==> src/rtl/ps2_mouse_rx_if.sv <==
// PS/2 mouse receiver bus: raw PS/2 lines in, decoded packet fields and status strobes out.
// The mouse/consumer side uses master; the receiver uses slave.
interface ps2_mouse_rx_if;
  logic       PS2_CLK;
  logic       PS2_DATA;
  logic       left;
  logic       right;
  logic       middle;
  logic [8:0] dx;
  logic [8:0] dy;
  logic [3:0] wheel;
  logic       packet_valid;
  logic       transfer_ready;
  logic       frame_error;

  modport master (
    output PS2_CLK, PS2_DATA,
    input  left, right, middle, dx, dy, wheel,
    input  packet_valid, transfer_ready, frame_error
  );

  modport slave (
    input  PS2_CLK, PS2_DATA,
    output left, right, middle, dx, dy, wheel,
    output packet_valid, transfer_ready, frame_error
  );
endinterface

==> src/rtl/ps2_mouse_rx.sv <==
// PS/2 mouse packet receiver: synchronizes the raw PS/2 lines, deframes 11-bit frames
// and assembles 3- or 4-byte packets into button, motion and wheel fields.
module ps2_mouse_rx #(
  parameter int TIMEOUT_CYCLES = 100000,
  parameter int PACKET_BYTES   = 4
) (
  input logic          clk,
  input logic          reset,
  ps2_mouse_rx_if.slave bus
);

  localparam int TO_W = $clog2(TIMEOUT_CYCLES + 1);

  typedef enum logic [1:0] {IDLE, DATA, PARITY, STOP} state_t;

  state_t          r_state, w_state_nxt;
  logic [1:0]      r_clk_sync, r_dat_sync;
  logic            r_clk_prev;
  logic [2:0]      r_bit_cnt, w_bit_nxt;
  logic [7:0]      r_shift, w_shift_nxt;
  logic            r_perr, w_perr_nxt;
  logic [1:0]      r_byte_cnt;
  logic [TO_W-1:0] r_to_cnt;
  logic [4:0]      r_hdr;
  logic [7:0]      r_b1, r_b2;

  logic            r_left, r_right, r_middle;
  logic [8:0]      r_dx, r_dy;
  logic [3:0]      r_wheel;
  logic            r_packet_valid, r_xfer_ready, r_frame_error;

  logic            w_fall, w_dat, w_to_hit, w_timeout;
  logic            w_start, w_byte_ok, w_bit_err, w_sync_err, w_last, w_err;

  // Synchronizers idle high so a released bus never looks like a falling edge.
  always_ff @(posedge clk or posedge reset) begin
    if (reset) begin
      r_clk_sync <= 2'b11;
      r_dat_sync <= 2'b11;
      r_clk_prev <= 1'b1;
    end else begin
      r_clk_sync <= {r_clk_sync[0], bus.PS2_CLK};
      r_dat_sync <= {r_dat_sync[0], bus.PS2_DATA};
      r_clk_prev <= r_clk_sync[1];
    end
  end

  assign w_fall = r_clk_prev & ~r_clk_sync[1];
  assign w_dat  = r_dat_sync[1];

  always_ff @(posedge clk or posedge reset) begin
    if (reset)         r_to_cnt <= '0;
    else if (w_fall)   r_to_cnt <= '0;
    else if (!w_to_hit) r_to_cnt <= r_to_cnt + TO_W'(1);
  end

  assign w_to_hit  = (r_to_cnt == TO_W'(TIMEOUT_CYCLES));
  assign w_timeout = w_to_hit && ((r_state != IDLE) || (r_byte_cnt != 2'd0));

  always_ff @(posedge clk or posedge reset) begin
    if (reset) begin
      r_state   <= IDLE;
      r_bit_cnt <= '0;
      r_shift   <= '0;
      r_perr    <= 1'b0;
    end else begin
      r_state   <= w_state_nxt;
      r_bit_cnt <= w_bit_nxt;
      r_shift   <= w_shift_nxt;
      r_perr    <= w_perr_nxt;
    end
  end

  // Timeout has priority: an edge landing in the expiry cycle is dropped.
  always_comb begin
    w_state_nxt = r_state;
    w_bit_nxt   = r_bit_cnt;
    w_shift_nxt = r_shift;
    w_perr_nxt  = r_perr;
    w_start     = 1'b0;
    w_byte_ok   = 1'b0;
    w_bit_err   = 1'b0;
    if (w_timeout) begin
      w_state_nxt = IDLE;
    end else if (w_fall) begin
      case (r_state)
        IDLE: begin
          if (!w_dat) begin
            w_state_nxt = DATA;
            w_bit_nxt   = '0;
            w_start     = 1'b1;
          end
        end
        DATA: begin
          w_shift_nxt = {w_dat, r_shift[7:1]};
          w_bit_nxt   = r_bit_cnt + 3'd1;
          if (r_bit_cnt == 3'd7) w_state_nxt = PARITY;
        end
        PARITY: begin
          w_perr_nxt  = ~(^{w_dat, r_shift});
          w_state_nxt = STOP;
        end
        STOP: begin
          if (w_dat && !r_perr) w_byte_ok = 1'b1;
          else                  w_bit_err = 1'b1;
          w_state_nxt = IDLE;
        end
        default: w_state_nxt = IDLE;
      endcase
    end
  end

  // Byte0 must carry the always-one bit 3, otherwise we are out of packet alignment.
  assign w_sync_err = w_byte_ok && (r_byte_cnt == 2'd0) && !r_shift[3];
  assign w_last     = w_byte_ok && !w_sync_err && (r_byte_cnt == 2'(PACKET_BYTES - 1));
  assign w_err      = w_timeout | w_bit_err | w_sync_err;

  always_ff @(posedge clk or posedge reset) begin
    if (reset) begin
      r_byte_cnt     <= '0;
      r_hdr          <= '0;
      r_b1           <= '0;
      r_b2           <= '0;
      r_left         <= 1'b0;
      r_right        <= 1'b0;
      r_middle       <= 1'b0;
      r_dx           <= '0;
      r_dy           <= '0;
      r_wheel        <= '0;
      r_packet_valid <= 1'b0;
      r_xfer_ready   <= 1'b0;
      r_frame_error  <= 1'b0;
    end else begin
      r_packet_valid <= 1'b0;
      r_frame_error  <= w_err;
      if (w_err) begin
        r_byte_cnt <= '0;
      end else if (w_last) begin
        r_byte_cnt     <= '0;
        r_left         <= r_hdr[0];
        r_right        <= r_hdr[1];
        r_middle       <= r_hdr[2];
        r_dx           <= {r_hdr[3], r_b1};
        r_packet_valid <= 1'b1;
        r_xfer_ready   <= 1'b1;
        if (PACKET_BYTES == 4) begin
          r_dy    <= {r_hdr[4], r_b2};
          r_wheel <= r_shift[3:0];
        end else begin
          r_dy    <= {r_hdr[4], r_shift};
          r_wheel <= '0;
        end
      end else if (w_byte_ok) begin
        case (r_byte_cnt)
          2'd0:    r_hdr <= {r_shift[5:4], r_shift[2:0]};
          2'd1:    r_b1  <= r_shift;
          default: r_b2  <= r_shift;
        endcase
        r_byte_cnt <= r_byte_cnt + 2'd1;
      end
      if (w_start && (r_byte_cnt == 2'd0)) r_xfer_ready <= 1'b0;
    end
  end

  assign bus.left           = r_left;
  assign bus.right          = r_right;
  assign bus.middle         = r_middle;
  assign bus.dx             = r_dx;
  assign bus.dy             = r_dy;
  assign bus.wheel          = r_wheel;
  assign bus.packet_valid   = r_packet_valid;
  assign bus.transfer_ready = r_xfer_ready;
  assign bus.frame_error    = r_frame_error;

endmodule
==> src/flat_wrapper.sv <==
// flat-port wrapper written by rule: the top's interface ports become plain ports
module ps2_mouse_rx_flat 
#(
  parameter int TIMEOUT_CYCLES = 100000,
  parameter int PACKET_BYTES   = 4
)
  (clk, reset, bus_PS2_CLK, bus_PS2_DATA, bus_left, bus_right, bus_middle, bus_dx, bus_dy, bus_wheel, bus_packet_valid, bus_transfer_ready, bus_frame_error);
  ps2_mouse_rx_if bus_i ();
  input logic clk;
  input logic reset;
  input wire logic [$bits(bus_i.PS2_CLK)-1:0] bus_PS2_CLK;
  input wire logic [$bits(bus_i.PS2_DATA)-1:0] bus_PS2_DATA;
  output wire logic [$bits(bus_i.left)-1:0] bus_left;
  output wire logic [$bits(bus_i.right)-1:0] bus_right;
  output wire logic [$bits(bus_i.middle)-1:0] bus_middle;
  output wire logic [$bits(bus_i.dx)-1:0] bus_dx;
  output wire logic [$bits(bus_i.dy)-1:0] bus_dy;
  output wire logic [$bits(bus_i.wheel)-1:0] bus_wheel;
  output wire logic [$bits(bus_i.packet_valid)-1:0] bus_packet_valid;
  output wire logic [$bits(bus_i.transfer_ready)-1:0] bus_transfer_ready;
  output wire logic [$bits(bus_i.frame_error)-1:0] bus_frame_error;
  assign bus_i.PS2_CLK = bus_PS2_CLK;
  assign bus_i.PS2_DATA = bus_PS2_DATA;
  assign bus_left = bus_i.left;
  assign bus_right = bus_i.right;
  assign bus_middle = bus_i.middle;
  assign bus_dx = bus_i.dx;
  assign bus_dy = bus_i.dy;
  assign bus_wheel = bus_i.wheel;
  assign bus_packet_valid = bus_i.packet_valid;
  assign bus_transfer_ready = bus_i.transfer_ready;
  assign bus_frame_error = bus_i.frame_error;
  ps2_mouse_rx #(.TIMEOUT_CYCLES(TIMEOUT_CYCLES), .PACKET_BYTES(PACKET_BYTES)) u_core (.clk(clk), .reset(reset), .bus(bus_i));
endmodule
==> config.mk <==
export PLATFORM = sky130hd
export DESIGN_NAME = ps2_mouse_rx_flat
export DESIGN_NICKNAME = d
export VERILOG_FILES = /design/src/rtl/ps2_mouse_rx_if.sv /design/src/rtl/ps2_mouse_rx.sv /design/src/flat_wrapper.sv
export SDC_FILE = /design/constraint.sdc
export NUM_CORES = 1
export LEC_CHECK = 0
export BUFFER_PORTS_ARGS = -buffer_cell sky130_fd_sc_hd__buf_2
export CAP_MARGIN = 25
export CORE_ASPECT_RATIO = 0.8
export CORE_MARGIN = 2
export CORE_UTILIZATION = 40
export DETAILED_ROUTE_END_ITERATION = 10
export HOLD_SLACK_MARGIN = 0.12
export PLACE_DENSITY = 0.56
export SLEW_MARGIN = 0
export SYNTH_ARGS = -nofsm -noshare
export SYNTH_HDL_FRONTEND = slang
export SYNTH_SLANG_ARGS = --single-unit
==> constraint.sdc <==
create_clock -name clk -period 2.9 [get_ports clk]
set_clock_uncertainty 0.15 [all_clocks]
set_input_delay 0.145 -clock clk [delete_from_list [all_inputs] [get_ports clk]]
set_output_delay 0.145 -clock clk [all_outputs]
set_load 0.1 [all_outputs]
==> key figures, run 1 <==
Power and ir drop
  – Max VDD drop: approximately 0.39 mV
  – Leakage: 2.31 nW
  – Power Dens Cells: about 740 nW/um2

Clock network
  – CTS H-Tree Depth: 3
  – CTS tree: done
  – Root Buffer: clkbuf_16
  – Worst-path clk slew: 0.06 ns
  – CTS Buf Count: 9
  – Worst skew pair latency: between 0.3 and 0.4 ns
  – Clk sinks: 87
  – Clock Tree Buf Depth: 2

Synthesis
  – Synth Area in Compound Gates: approximately 4%
  – Syn Inst Count: between 200 and 300
  – Register area share after synthesis: approximately 56%
  – Yosys cell types: 52
  – Simple-gate share of the synthesized area: around 13%
  – Syn_area_per_cell: around 14 um2
  – Mapped Area: 3930 um2
  – Mux share of post-synthesis cell area: ~16%
  – Syn. warnings: 0
  – Largest family of logic cells by synthesized area: multiplexers
  – #FFs+latches synth: 87
  – Post-synth net total: between 300 and 400
  – Adder-Cell Fraction of Synth Area: 3.50%
  – EDFF count, synth: 0
  – Top FF cell, synth: dfrtp_1
  – Post-synthesis xor/xnor area fraction: 4.90%
  – Asr flop ratio synth: 100%

Floorplanning
  – IO Pins: 32
  – Starting Density: approximately 41%
  – FP Rows: 32
  – Die area: roughly 11,000 um2
  – Core box area: between 9000 and 10,000 um2
  – Die Span Y: around 93 um
  – Die X: between 100 and 150 um

Final layout
  – Fin cells: 453
  – Final core occ: between 40% and 50%
  – Most frequent cells in the layout: dfrtp_1 (82), buf_2 (31), mux2_2 (27), nor2_1 (21), mux2_1 (18)
  – Nets: 345
  – Ant diodes: 0
  – Commonest non-fill, non-tap cell in the layout: dfrtp_1
  – Area Growth Syn to Fin: 16.5%
  – Layout cells sized above 1: between 30 and 40%

Run
  – Max Cap Viol: 0

Setup path
  – CP Class: flip-flop to flip-flop
  – Crit Reg-Reg Startpoint: u_core.r_to_cnt[0]
  – Startpoint Class: flip-flop
  – Start point of the critical path: u_core.r_to_cnt[0]
  – Critical path cell sequence: inv_1 > ha_1 > nor4b_2 > nand4_4 > nor2_8 > nand3b_1 > buf_12 > mux2_2
  – Slowest CP cell: dfrtp_1
  – Crit path max-delay family: simple AND/OR/NAND/NOR gates
  – Critical Path RT: about 3.0 ns
  – Arrival @ worst endpoint: around 2.5 ns
  – CP Max Fanout: 27
  – CP peak stage delay: 0.39 ns
  – Buf/Inv on CP: 2
  – Worst Setup End Kind: flip-flop

STA
  – Fin crit share: between 80 and 90%
  – Final hold viol count: 0
  – Tmin final: ~2.5 ns
  – Slew Viols, Final: 0
  – Slew @ Worst Pin: between 0.6 and 0.7 ns
  – RSZ-0062 raised after global routing: no
  – Final setup fails: 0
  – Fin Hold WS: about 0.21 ns
  – Worst slew margin: a little over half
  – Setup_tns: 0 ns
  – Max frequency: slightly above 400 MHz

Routing
  – Via count: about 2.3k
  – Post-route DRC: 0
  – Drt total wl: between 6000 and 7000 um
  – Vias per Instance: 5.11
  – Drt first pass iters: 5
  – Wire length per cell: between 15 and 20 um
  – Initial drt markers: a little over 90
  – Antenna viol nets, final: 0

Global routing
  – Pin count of the biggest net entering global routing: 51
  – Total grt overflow: 0
  – Global-route wire length before repair: approximately 12,000 um
  – Initial antenna violation count: 0
  – Vias in the first global route: 2,318
  – Global Route Usage Sum: 14.6%

Placed design
  – DP HPWL: approximately 4700 um
  – Placed cells: 435
  – Input/output buffers: 31
  – Placer Congestion: ~0.72

Hold path
  – Worst hold start: u_core.r_dat_sync[0]
  – Hold Crit Class: flip-flop to flip-flop

Outcome
  – Outcome: finished clean
## state kept, by name (all words and copies together), names as in the netlist, 2 cells and up
name	cells
u_core.bus.dx	9
u_core.bus.dy	9
u_core.bus.wheel	4
u_core.r_b1	8
u_core.r_b2	8
u_core.r_bit_cnt	3
u_core.r_byte_cnt	2
u_core.r_clk_sync	2
u_core.r_dat_sync	2
u_core.r_hdr	5
u_core.r_shift	8
u_core.r_state	2
u_core.r_to_cnt	17
## synth_stat cells (2+ instances only)
library cell | instances | area, um2
nor3_1 | 2 | 10.0
dfstp_2 | 5 | 131
clkbuf_1 | 2 | 7.51
a21oi_1 | 6 | 30.0
xor2_1 | 11 | 96.3
nand2b_1 | 2 | 12.5
nand3_1 | 6 | 30.0
inv_1 | 11 | 41.3
mux2_1 | 18 | 203
a221o_1 | 2 | 20.0
xnor2_1 | 11 | 96.3
and4_1 | 2 | 17.5
ha_1 | 11 | 138
and3_1 | 3 | 18.8
nand4_1 | 2 | 12.5
nand2_1 | 10 | 37.5
mux2_4 | 8 | 120
nand3b_1 | 2 | 15.0
nor2_1 | 21 | 78.8
dfrtp_1 | 82 | 2050
and2_1 | 2 | 12.5
buf_6 | 4 | 45.0
o21ai_0 | 2 | 10.0
a32o_1 | 2 | 20.0
mux2_2 | 27 | 304
nor4b_4 | 2 | 47.6
nor2b_1 | 6 | 37.5
## path summary, 6_finish.rpt
| path | end | slack [ns] | cells after the start |
|---|---|---|---|
| min in group asynchronous | u_core.bus.dy[3] | 0.29 | 3 |
| max | u_core.bus.right | 0.43 | 8 |
| max in group asynchronous | u_core.r_clk_sync[0] | 1.56 | 4 |
| min reg2reg | u_core.r_dat_sync[1] | 0.21 | 0 |
| min | u_core.r_dat_sync[1] | 0.21 | 0 |
| max reg2reg | u_core.bus.right | 0.43 | 8 |
## final cells by class
cell class | instances | area, um2
timing repair buffer | 38 | 240
clock inverter | 6 | 86.3
clock buffer | 9 | 225
tap | 119 | 149
inverter | 11 | 42.5
fill | 874 | 5030
multi-input combinational | 183 | 1660
sequential | 87 | 2180
## routing by layer
layer	wire, um	part of all wire, %	GRT usage (%)
met5	0	0	0
met4	126	1.8	5.42
met3	340	4.9	5.50
met2	2950	42	20.1
met1	3530	51	20.9
## power breakdown
part,internal (mW),switching [mW],total (mW)
sequential,1.34,0.179,1.52
combinational,0.322,0.338,0.660
clock,0.747,0.459,1.21
total,2.40,0.977,3.38
## kinds of logic after synthesis
| family | after synthesis |
|---|---|
| and+or+nand+nor | 74 |
| xor gates and xnor gates | 22 |
| DFF | 87 |
| muxes | 54 |
| adders and majority gates | 11 |
| AOI/OAI and AO/OA | 22 |
| buffers and inverters | 17 |
## stage by stage
step	instance area, um2	power (mW)	setup WS (ns)
finish	4580	3.38	0.434
global route	4580	3.56	0.283
CTS	4580	3.43	0.405
detailed placement	4240	2.20	0.423
global placement	4240	2.18	0.466
floorplan	3930	2.03	0.363
## timing repair
action,in CTS,in global routing
endpoints found under the hold margin,39,0
hold buffers,3,0
setup buffers,0,0
gates resized for setup,0,0
Note: power is estimated with default switching activity, not from simulation.
==> run 2: changes to the inputs <==
- REMOVE_ABC_BUFFERS: unset -> 1
==> key figures, run 2 (synthesized netlist as in run 1, its figures left out) <==
Hold path
  – Hold Path Cell Cnt: 0
  – Worst hold start: u_core.r_dat_sync[0]
  – Hold Crit Class: flip-flop to flip-flop
  – WHS Endpoint: u_core.r_dat_sync[1]

STA
  – Slew Viols, Final: 0
  – Slew @ Worst Pin: around 0.83 ns
  – RSZ-0062 raised after global routing: no
  – Max frequency: 399 MHz
  – Fin crit share: between 80% and 90%
  – Worst slew margin: roughly 45%
  – Tmin final: about 2.5 ns
  – Final setup fails: 0
  – Setup_tns: 0 ns
  – Final hold viol count: 0

Setup path
  – CP Max Fanout: 19
  – Startpoint Class: flip-flop
  – CP Class: flip-flop to flip-flop
  – Buf/Inv on CP: 2
  – Arrival @ worst endpoint: between 2 and 3 ns
  – Slowest CP cell: dfrtp_1
  – Worst Setup End Kind: flip-flop
  – Critical Path RT: just under 3 ns
  – Reg2reg end: u_core.bus.dx[8]
  – Critical path cell sequence: inv_1 > ha_1 > nor4b_2 > nand4_4 > nor2_8 > nand3b_1 > buf_4 > mux2_2
  – R2R cell count: 8
  – Register-to-register setup slack: ~0.39 ns
  – Crit Reg-Reg Startpoint: u_core.r_to_cnt[0]
  – CP peak stage delay: 0.39 ns
  – Crit path max-delay family: simple AND/OR/NAND/NOR gates

Final layout
  – Layout cells sized above 1: a little under a third
  – Final core occ: between 40% and 50%
  – Reg with most FFs: u_core.r_to_cnt
  – Nets: ~350
  – Area Growth Syn to Fin: 15.8%
  – Commonest non-fill, non-tap cell in the layout: dfrtp_1
  – Ant diodes: 0
  – Most frequent cells in the layout: dfrtp_1 (82), buf_2 (31), mux2_2 (27), nor2_1 (21), mux2_1 (18)
  – Max FFs per register: 17
  – Fin cells: approximately 450

Clock network
  – Clk sinks: 87
  – Worst-path clk slew: ~0.060 ns
  – CTS Buf Count: 9
  – Post-CTS Setup Bufs: 0
  – Clock Tree Buf Depth: 2
  – CTS H-Tree Depth: 3
  – Worst skew pair latency: roughly 0.34 ns
  – CTS tree: done
  – Root Buffer: clkbuf_16

Global routing
  – Vias in the first global route: between 2k and 2.5k
  – Pin count of the biggest net entering global routing: 47
  – Global Route Usage Sum: roughly 15%
  – Initial antenna violation count: 0
  – Total grt overflow: 0
  – Global-route wire length before repair: approximately 12,000 um

Power and ir drop
  – Max VDD drop: between 0.3 and 0.4 mV
  – Power Dens Cells: 723 nW/um2
  – Leakage: 2.30 nW

Floorplanning
  – Core box area: 9610 um2
  – Die area: around 11,000 um2
  – Die X: about 110 um
  – Die Span Y: a little over 90 um
  – IO Pins: 32
  – Starting Density: around two fifths
  – FP Rows: 32

Routing
  – Drt first pass iters: 4
  – Initial drt markers: 93
  – Post-route DRC: 0
  – Via count: 2,286
  – Drt total wl: about 6800 um
  – Antenna viol nets, final: 0
  – Vias per Instance: 5.04
  – Wire length per cell: 15.0 um

Placed design
  – DP HPWL: roughly 4600 um
  – Placer Congestion: around 0.8
  – Placed cells: 436
  – Input/output buffers: 31

Run
  – Max Cap Viol: 0

Outcome
  – Outcome: finished clean
==> run 2: cell types whose count changed in the layout (fill, tap and decap cells not counted) <==
cell       previous run  this run
buf_12                2         1
buf_4                 2         4
bufinv_16             2         1
clkbuf_1              0         1
clkinv_2              3         2
clkinv_4              1         2
==> run 2: report_power, final <==
part	leakage, nW	switching, mW	internal (mW)
clock	0.139	0.464	0.664
sequential	1.17	0.170	1.34
combinational	0.989	0.338	0.322
total	2.30	0.972	2.32
==> run 2: worst max path at each step <==
stage	startpoint	endpoint	slack [ns]	depth (start not counted)
after detailed placement	u_core.r_to_cnt[0]	u_core.bus.left	0.37	8
final	u_core.r_to_cnt[0]	u_core.bus.dx[8]	0.39	8
after global placement	u_core.r_to_cnt[0]	u_core.bus.left	0.47	8
after CTS	u_core.r_to_cnt[0]	u_core.bus.dx[8]	0.36	8
after global routing	u_core.r_to_cnt[0]	u_core.bus.right	0.18	8
after floorplan	u_core.r_to_cnt[0]	u_core.bus.dx[8]	0.22	7
==> run 2: final cells by class <==
cell class                      instances  area [um2]
Clock buffer                           10         229
Clock inverter                          5        60.1
Fill cell                             866        5050
Inverter                               11        42.5
Multi-Input combinational cell        183        1660
Sequential cell                        87        2180
Tap cell                              119         149
Timing Repair Buffer                   39         235
==> run 2: metrics by stage <==
stage | cell area [um2] | hold WS, ns | worst slack, ns | total power, mW
after detailed placement | 4240 | 0.103 | 0.374 | 2.19
after global routing | 4560 | 0.211 | 0.185 | 3.50
after floorplan | 3880 | -0.000522 | 0.222 | 2.03
after CTS | 4560 | 0.206 | 0.356 | 3.34
after global placement | 4240 | 0.103 | 0.467 | 2.18
final | 4560 | 0.205 | 0.394 | 3.29
==> run 2: metal layers <==
layer / vias up / wire [um] / global-route usage (%)
met5: - / 0 / 0
met4: 0 / 110 / 5.42
met3: 11 / 220 / 4.12
met2: 33 / 2730 / 20.0
met1: 1137 / 3740 / 22.0
li1: 1105 / - / -
==> run 2: repair_timing <==
item / CTS / global route
resized for setup: 0 / 0
hold buffers: 3 / 0
hold endpoints to repair: 44 / 0
